### src/rtl/reg_file_gen_v.sv
// Parametrised register block: ID string, status, control, scratch and saturating event counters.
// Optional 64-bit free-running cycle counter enabled by defining REG_FREERUN_CNT_EN.
module reg_file_gen_v #(
  parameter logic [511:0] PROJECT_NAME_G = 512'("NULLVERILOG"),
  parameter int unsigned  NAME_WORDS_G   = 4,
  parameter int unsigned  NUM_SCRATCH_G  = 4,
  parameter int unsigned  NUM_CNT_G      = 2,
  parameter int unsigned  CNT_WIDTH_G    = 16,
  parameter logic [31:0]  CTRL_RST_G     = 32'h0
) (
  input  logic                 reg_clk,
  input  logic                 reg_rst_n,
  input  logic                 reg_avld,
  input  logic [15:0]          reg_addr,
  input  logic                 reg_wvld,
  input  logic [31:0]          reg_wdata,
  output logic                 reg_rvld,
  output logic [31:0]          reg_rdata,
  input  logic [2:0]           fpga_id,
  input  logic [NUM_CNT_G-1:0] cnt_event,
  output logic [31:0]          ctrl_out
);

  // Literal is right-aligned in the vector; shift it so the first character is the top byte.
  function automatic logic [511:0] left_justify(input logic [511:0] s);
    int n;
    n = 0;
    for (int i = 0; i < 64; i++) begin
      if (s[8*i +: 8] != 8'h0) n = i + 1;
    end
    return s << (8 * (64 - n));
  endfunction

  localparam logic [511:0] NameJust = left_justify(PROJECT_NAME_G);
  localparam int unsigned AddrStat = NAME_WORDS_G;
  localparam int unsigned AddrCtrl = NAME_WORDS_G + 1;
  localparam int unsigned AddrScr  = NAME_WORDS_G + 2;
  localparam int unsigned AddrCnt  = AddrScr + NUM_SCRATCH_G;
`ifdef REG_FREERUN_CNT_EN
  localparam int unsigned AddrFrLo = AddrCnt + NUM_CNT_G;
  localparam int unsigned AddrFrHi = AddrFrLo + 1;
  localparam logic        FrEn     = 1'b1;
`else
  localparam logic        FrEn     = 1'b0;
`endif

  logic [15:0]            addr_q, addr_d;
  logic                   wvld_q;
  logic [31:0]            wdata_q;
  logic                   rvld_q;
  logic [31:0]            rdata_q, rdata_d;
  logic [31:0]            ctrl_q, ctrl_d;
  logic                   bad_addr_q, bad_addr_d;
  logic [31:0]            scratch_q [NUM_SCRATCH_G];
  logic [31:0]            scratch_d [NUM_SCRATCH_G];
  logic [CNT_WIDTH_G-1:0] cnt_q [NUM_CNT_G];
  logic [CNT_WIDTH_G-1:0] cnt_d [NUM_CNT_G];
  logic [31:0]            a;
  logic                   hit;
`ifdef REG_FREERUN_CNT_EN
  logic [63:0]            fr_q, fr_d;
  logic [31:0]            fr_hi_q, fr_hi_d;
`endif

  assign addr_d    = reg_avld ? reg_addr : addr_q;
  assign a         = {16'h0, addr_q};
  assign reg_rvld  = rvld_q;
  assign reg_rdata = rdata_q;
  assign ctrl_out  = ctrl_q;

  // Read decode of the latched address; hit=0 marks an out-of-range access.
  always_comb begin
    rdata_d = '0;
    hit     = 1'b0;
    for (int unsigned k = 0; k < NAME_WORDS_G; k++) begin
      if (a == k) begin
        hit     = 1'b1;
        rdata_d = NameJust[511-32*k -: 32];
      end
    end
    if (a == AddrStat) begin
      hit     = 1'b1;
      rdata_d = {bad_addr_q, 6'h0, FrEn, 8'(NUM_CNT_G), 8'(NUM_SCRATCH_G), 5'h0, fpga_id};
    end
    if (a == AddrCtrl) begin
      hit     = 1'b1;
      rdata_d = ctrl_q;
    end
    for (int unsigned i = 0; i < NUM_SCRATCH_G; i++) begin
      if (a == AddrScr + i) begin
        hit     = 1'b1;
        rdata_d = scratch_q[i];
      end
    end
    for (int unsigned i = 0; i < NUM_CNT_G; i++) begin
      if (a == AddrCnt + i) begin
        hit     = 1'b1;
        rdata_d = 32'(cnt_q[i]);
      end
    end
`ifdef REG_FREERUN_CNT_EN
    if (a == AddrFrLo) begin
      hit     = 1'b1;
      rdata_d = fr_q[31:0];
    end
    if (a == AddrFrHi) begin
      hit     = 1'b1;
      rdata_d = fr_hi_q;
    end
`endif
  end

  // Write commit and counter updates; every edge is also a read of the latched address.
  always_comb begin
    ctrl_d     = ctrl_q;
    bad_addr_d = bad_addr_q;
    scratch_d  = scratch_q;
    cnt_d      = cnt_q;
    if (wvld_q && a == AddrCtrl) ctrl_d = wdata_q;
    if (wvld_q && a == AddrStat && wdata_q[31]) bad_addr_d = 1'b0;
    if (!hit) bad_addr_d = 1'b1;
    for (int unsigned i = 0; i < NUM_SCRATCH_G; i++) begin
      if (wvld_q && a == AddrScr + i) scratch_d[i] = wdata_q;
    end
    for (int unsigned i = 0; i < NUM_CNT_G; i++) begin
      if (cnt_event[i] && cnt_q[i] != '1) cnt_d[i] = cnt_q[i] + CNT_WIDTH_G'(1);
      if (wvld_q && a == AddrCnt + i) cnt_d[i] = '0;
    end
  end

`ifdef REG_FREERUN_CNT_EN
  always_comb begin
    fr_d    = fr_q + 64'd1;
    fr_hi_d = fr_hi_q;
    if (wvld_q && (a == AddrFrLo || a == AddrFrHi)) fr_d = '0;
    if (a == AddrFrLo) fr_hi_d = fr_q[63:32];
  end

  always_ff @(posedge reg_clk) begin
    if (!reg_rst_n) begin
      fr_q    <= '0;
      fr_hi_q <= '0;
    end else begin
      fr_q    <= fr_d;
      fr_hi_q <= fr_hi_d;
    end
  end
`endif

  always_ff @(posedge reg_clk) begin
    if (!reg_rst_n) begin
      addr_q     <= '0;
      wvld_q     <= 1'b0;
      wdata_q    <= '0;
      rvld_q     <= 1'b0;
      rdata_q    <= '0;
      ctrl_q     <= CTRL_RST_G;
      bad_addr_q <= 1'b0;
      scratch_q  <= '{default: '0};
      cnt_q      <= '{default: '0};
    end else begin
      addr_q     <= addr_d;
      wvld_q     <= reg_wvld;
      wdata_q    <= reg_wdata;
      rvld_q     <= 1'b1;
      rdata_q    <= rdata_d;
      ctrl_q     <= ctrl_d;
      bad_addr_q <= bad_addr_d;
      scratch_q  <= scratch_d;
      cnt_q      <= cnt_d;
    end
  end

endmodule

### config.mk
export PLATFORM = sky130hd
export DESIGN_NAME = reg_file_gen_v
export DESIGN_NICKNAME = d
export VERILOG_FILES = /design/src/rtl/reg_file_gen_v.sv
export SDC_FILE = /design/constraint.sdc
export NUM_CORES = 1
export LEC_CHECK = 0
export ABC_AREA = 0
export CORE_ASPECT_RATIO = 0.8
export CORE_UTILIZATION = 35
export CTS_BUF_LIST = sky130_fd_sc_hd__clkbuf_4 sky130_fd_sc_hd__clkbuf_8
export CTS_CLUSTER_SIZE = 12
export DETAILED_ROUTE_END_ITERATION = 8
export PLACE_DENSITY = 0.5
export SKIP_LAST_GASP = 1
export SYNTH_ARGS = -nofsm -noshare
export SYNTH_HDL_FRONTEND = slang
export SYNTH_SLANG_ARGS = --single-unit
export TNS_END_PERCENT = 10
### constraint.sdc
create_clock -name reg_clk -period 4.3 [get_ports reg_clk]
set_input_delay 0.86 -clock reg_clk [delete_from_list [all_inputs] [get_ports reg_clk]]
set_output_delay 0.86 -clock reg_clk [all_outputs]
set_load 0.02 [all_outputs]
==> results.md, run 1 <==
- Share of layout cells above drive strength 1: 9.21%
- Synth Flop Type: dfxtp_1
- CTS Buf Count: 46
- DIE HEIGHT: 165 um
- Power per standard cell area: 382 nW/um^2
- Yosys top cell area share: 47.2%
- Post-CTS Setup Repair Bufs: 0
- FF-to-FF path depth: 5
- Synth warn: 0
- Resized cells post-CTS: 0
- Status: complete, no violations
- H-tree lvl count: 2
- Pin count of the biggest net entering global routing: 83
- CP startpoint kind: flip-flop
- Via density: 5.27
- Post-Synthesis Cells: 1356
- NumNets Final: 1522
- Crit path cell chain: or4_1 > nor4_4 > o21ai_0 > a31oi_1 > o221a_2
- Max-Cap Viols: 0
- Core Rows: 59
- Final number of setup-violating endpoints: 0
- Crit path DAT: 3.52 ns
- First-pass DRT Iterations: 5
- Clock buffer depth: 3
- Initial antenna violation count: 1
- GRT overflow: 0
- P_leak: 4.80 nW
- Achievable frequency: 332 MHz
- CTS tree: yes
- Vias in the first global route: 9416
- WP data required: 4.81 ns
- Seq cells post-synth: 275
- Core area: 32600 sq um
- Io pins: 122
- Fin. max-slew vios: 0
- Wire per inst: 20.5 um
- CTS Root Cell: clkbuf_8
- CP max stage cell: or4_1
- Hold Path Stages: 2
- Placed Area: 13300 sq um
- Crit path max fanout: 9
- EDFF count, synth: 0
- Hold Crit Class: flip-flop to flip-flop
- Hold-fix buffers, CTS: 0
- Via count: 10154
- Slew @ Worst Pin: 1.01 ns
- Syn avg cell area: 8.60 sq um
- Remaining antenna violation count: 0
- Fin area: 14300 sq um
- Fin Setup TNS: 0 ns
- Hold Vio Cnt, Final: 0
- Post-Syn Area: 11700 sq um
- Clock sinks: 275
- DR DRC count: 0
- First-pass GRT wire length: 59300 um
- RSZ-0062 raised after global routing: no
- Routability Congestion: 0.911
- Clk slew on worst S/H paths: 0.06 ns
- Dpl hpwl: 26400 um
- Post-Route WL: 39500 um
- Skew-Pair Late Insertion Delay: 0.57 ns
- Relative slew margins: 32.6%
- Die Wd: 206 um
- Register area share after synthesis: 47.2%
- Syn Nets: 1415
- Kind of end point of the critical path: flip-flop
- Slowest stage delay, CP: 0.88 ns
- Post-synth top area cell: dfxtp_1
- Minimum clock period: 3.01 ns
- Asr flop ratio synth: 0%
- Area Growth Syn to Fin: 22.6%
- Die area: 34000 sq um
- GRT Overall Usage: 23.2%
- Top cells by area, synth: dfxtp_1 47%, nand2_1 12%, a21boi_1 9.2%, and2_1 2.3%, clkbuf_1 2.1%
- Distinct cell type count after synthesis: 62
- Initial core utilization: 35.7%
- Clock Skew: 0.0306 ns
- Violation count after the first detailed-routing iteration: 809
- Peak supply drop: 0.227 mV
- Crit path kind: flip-flop to flip-flop
- Buffers added on ports: 121
- Fin crit share: 70.0%
## registers in the layout (all words and copies together), names as in the netlist
signal	cells
addr_q	16
bad_addr_q	1
cnt_q	32
ctrl_out	32
reg_rdata	32
reg_rvld	1
scratch_q	128
wdata_q	32
wvld_q	1
## final cells by class
| cell class | instances | area, sq um |
|---|---|---|
| fill | 3259 | 18300 |
| multi-input combinational | 978 | 5740 |
| sequential | 275 | 5510 |
| timing repair buffer | 154 | 1470 |
| clock buffer | 80 | 982 |
| tap | 427 | 534 |
| inverter | 8 | 30.0 |
| clock inverter | 3 | 17.5 |
| antenna | 1 | 2.50 |
## worst max-delay path, delay by kind of cell (launching register included)
kind | cells | cell delay (ns)
and+or+nand+nor | 2 | 1.64
AOI/OAI and AO/OA | 3 | 0.99
DFF | 1 | 0.34
## cell families after synthesis
| group | after synthesis | share of synthesized area, % |
|---|---|---|
| xor gates and xnor gates | 23 | 1.73 |
| adders and majority gates | 2 | 0.215 |
| AOI/OAI and AO/OA | 346 | 21.2 |
| buffers and inverters | 103 | 3.81 |
| muxes | 21 | 1.80 |
| and+or+nand+nor | 586 | 24.0 |
| DFF | 275 | 47.2 |
## layer usage
layer	vias to the layer above	share of wire, %	global-route usage, %
li1	4915	-	-
met1	4843	49	34.3
met2	327	41	33.6
met3	69	7.3	4.81
met4	0	2.1	6.72
met5	-	0	0
## cells in the mapped netlist (10+ instances only)
master and count:
a21boi_0 25, a22oi_1 25, o211ai_1 11, nand4_1 16
nand3_1 24, nor2_1 53, dfxtp_1 275, buf_2 19
clkbuf_1 65, a21oi_1 48, and2_1 42, a221oi_1 10
mux2i_1 21, nand2_1 361, xor2_1 21, nor3_1 15
nor2b_1 21, o21ai_0 26, a21boi_1 143
## path summary, 6_finish.rpt
path / slack (ns) / endpoint / startpoint
setup / recovery: 1.29 / reg_rdata[10]$_SDFF_PN0_ / addr_q[11]$_SDFFE_PN0P_
hold / removal: 0.45 / scratch_q[94]$_SDFFE_PN0P_ / scratch_q[94]$_SDFFE_PN0P_
setup reg to reg: 1.29 / reg_rdata[10]$_SDFF_PN0_ / addr_q[11]$_SDFFE_PN0P_
hold reg to reg: 0.45 / scratch_q[94]$_SDFFE_PN0P_ / scratch_q[94]$_SDFFE_PN0P_
## placed cells by master (no fill, tap or decap), types with 9 or more instances in the layout
master and count:
clkdlybuf4s50_1 120, nor3_1 14, a21boi_1 143, dfxtp_1 275, nand3_1 24, nand4_1 16, clkbuf_8 61, nand2_1 361
a21oi_1 48, buf_4 32, o211ai_1 11, mux2i_1 21, nor4_4 9, a221oi_1 10, clkbuf_4 19, and2_1 42
a21boi_0 25, nor2b_1 21, o21ai_0 26, a22oi_1 25, xor2_1 21, nor2_1 50
## per-stage QoR
stage	util (%)	cells	worst slack (ns)	hold slack, ns	total power [mW]
floorplan	-	1356	2.16	0.426	2.89
global placement	40.7	1842	1.38	0.436	3.05
detailed placement	40.7	1842	1.39	0.443	3.05
CTS	43.8	1925	1.38	0.451	5.53
global route	43.8	1925	1.14	0.463	5.67
finish	43.8	1926	1.29	0.449	5.46
## where the power goes
| part | switching [mW] | total (mW) | internal (mW) |
|---|---|---|---|
| clock | 1.04 | 2.46 | 1.43 |
| combinational | 0.198 | 0.357 | 0.158 |
| sequential | 0.0571 | 2.64 | 2.59 |
| total | 1.29 | 5.46 | 4.17 |
No activity file was read; power rests on OpenSTA's default activity.
==> run 2, diff against run 1 <==
==> constraint.sdc (replaced) <==
create_clock -name reg_clk -period 3 [get_ports reg_clk]
set_input_delay 0.6 -clock reg_clk [delete_from_list [all_inputs] [get_ports reg_clk]]
set_output_delay 0.6 -clock reg_clk [all_outputs]
set_load 0.02 [all_outputs]
==> run 2 against run 1 <==
  * Largest power group unchanged
  * Die area unchanged
  * Sequential share of layout area decreased by 0.79 points
  * Critical endpoint is now reg_rdata[11]$_SDFF_PN0_
  * Final cell count increased by 1.9%
  * Design area increased by 2.1%
  * Largest cell class unchanged
  * Core utilization increased by 0.92 points
  * Register-to-register slack got worse by 1.1 ns
  * Worst hold slack improved by 0.0017 ns
  * Sequential power increased by 44%
==> results.md, run 2 (synthesized netlist as in run 1, its figures left out) <==
- Status: complete, no violations
- Pre-CTS WS: 0.252 ns
- GRT overflow: 0
- Finished Core Util: 44.7%
- Most common cell after layout, fill and taps aside: nand2_1
- Initial antenna violation count: 0
- Placed Area: 13600 sq um
- Slew @ Worst Pin: 0.929 ns
- Io pins: 122
- Peak supply drop: 0.267 mV
- Hold-fix buffers, CTS: 0
- RSZ-0062 raised after global routing: no
- Power per standard cell area: 543 nW/um^2
- Clk slew on worst S/H paths: 0.06 ns
- WHS: 0.451 ns
- Fin crit share: 94.8%
- Crit path buffers/inverters: 2
- Fin Setup TNS: 0 ns
- Routability Congestion: 0.916
- H-tree lvl count: 2
- Resized cells post-CTS: 0
- Wire per inst: 20.5 um
- P_leak: 4.99 nW
- Area Growth Syn to Fin: 25.1%
- Hold Crit Class: flip-flop to flip-flop
- First-pass GRT wire length: 60700 um
- Die Wd: 206 um
- Vias in the first global route: 9751
- Fin. max-slew vios: 0
- Relative slew margins: 36.4%
- Share of layout cells above drive strength 1: 11.4%
- CP top delay family: compound AO/OA/AOI/OAI gates
- Fin cells: 1963
- Die area: 34000 sq um
- WP data required: 3.43 ns
- Violation count after the first detailed-routing iteration: 965
- CP startpoint kind: flip-flop
- Via density: 5.28
- Achievable frequency: 352 MHz
- Crit path max fanout: 14
- Kind of end point of the critical path: flip-flop
- Remaining antenna violation count: 0
- Most frequent cells in the layout: 361 x nand2_1, 275 x dfxtp_1, 143 x a21boi_1, 120 x clkdlybuf4s50_1, 68 x buf_4
- Max FFs per register: 128
- Buffers added on ports: 121
- Final number of setup-violating endpoints: 0
- Hold Vio Cnt, Final: 0
- DIE HEIGHT: 165 um
- Post-Route WL: 40200 um
- Core Rows: 59
- Max-Cap Viols: 0
- Pin count of the biggest net entering global routing: 116
- DR DRC count: 0
- Crit path cell chain: buf_4 > and4b_1 > buf_4 > a221oi_1 > nor2_1 > a2111oi_0 > nor2_1
- Clock Skew: 0.0220 ns
- GRT Overall Usage: 23.8%
- Fin area: 14600 sq um
- Register name with the most flops: scratch_q
- Dpl hpwl: 27300 um
- Via count: 10357
- CTS tree: yes
- Number of fill cells in the layout: 3326
- CTS Root Cell: clkbuf_8
- CTS Buf Count: 47
- Skew-Pair Late Insertion Delay: 0.59 ns
- # diodes: 0
- Pwr Total: 7.92 mW
- CP max stage cell: a2111oi_0
- Slowest stage delay, CP: 0.80 ns
- Clock buffer depth: 3
- Final Worst Setup Slack: 0.157 ns
- Clock sinks: 275
- Post-CTS Setup Repair Bufs: 0
- Crit path kind: flip-flop to flip-flop
- Crit path DAT: 3.28 ns
- Core area: 32600 sq um
- Placed cells: 1880
- Minimum clock period: 2.84 ns
- First-pass DRT Iterations: 5
- Initial core utilization: 35.7%
- NumNets Final: 1561
==> run 2: report_power, final <==
part           switching [mW]  total [mW]  internal, mW  leakage (nW)
Combinational           0.283       0.533         0.250          2.24
Sequential             0.0850        3.79          3.71          2.23
Clock                    1.60        3.59          2.00         0.523
Total                    1.96        7.92          5.96          4.99
==> run 2: cell type report <==
class / instances / area, sq um / area share, %
clock buffer: 69 / 893 / 6.12
clock inverter: 14 / 105 / 0.721
inverter: 8 / 30.0 / 0.206
multi-input combinational: 978 / 5740 / 39.3
sequential: 275 / 5510 / 37.7
tap: 427 / 534 / 3.66
timing repair buffer: 192 / 1780 / 12.2
==> run 2: final timing paths <==
kind,from,endpoint,slack [ns],cells after the start
min,scratch_q[18]$_SDFFE_PN0P_,scratch_q[18]$_SDFFE_PN0P_,0.45,2
max reg2reg,addr_q[3]$_SDFFE_PN0P_,reg_rdata[11]$_SDFF_PN0_,0.16,7
min reg2reg,scratch_q[18]$_SDFFE_PN0P_,scratch_q[18]$_SDFFE_PN0P_,0.45,2
max,addr_q[3]$_SDFFE_PN0P_,reg_rdata[11]$_SDFF_PN0_,0.16,7
==> run 2: per-layer routing <==
metal  track usage [%]  share of wire (%)
met5                 0                  0
met4              5.88                1.6
met3              4.57                6.3
met2              35.2                 42
met1              35.3                 50
==> run 2: tightest hold or removal path, stage by stage, from the launching register on <==
cell and delay, ns:
dfxtp_1 0.30, nand2_1 0.05, a21boi_1 0.05
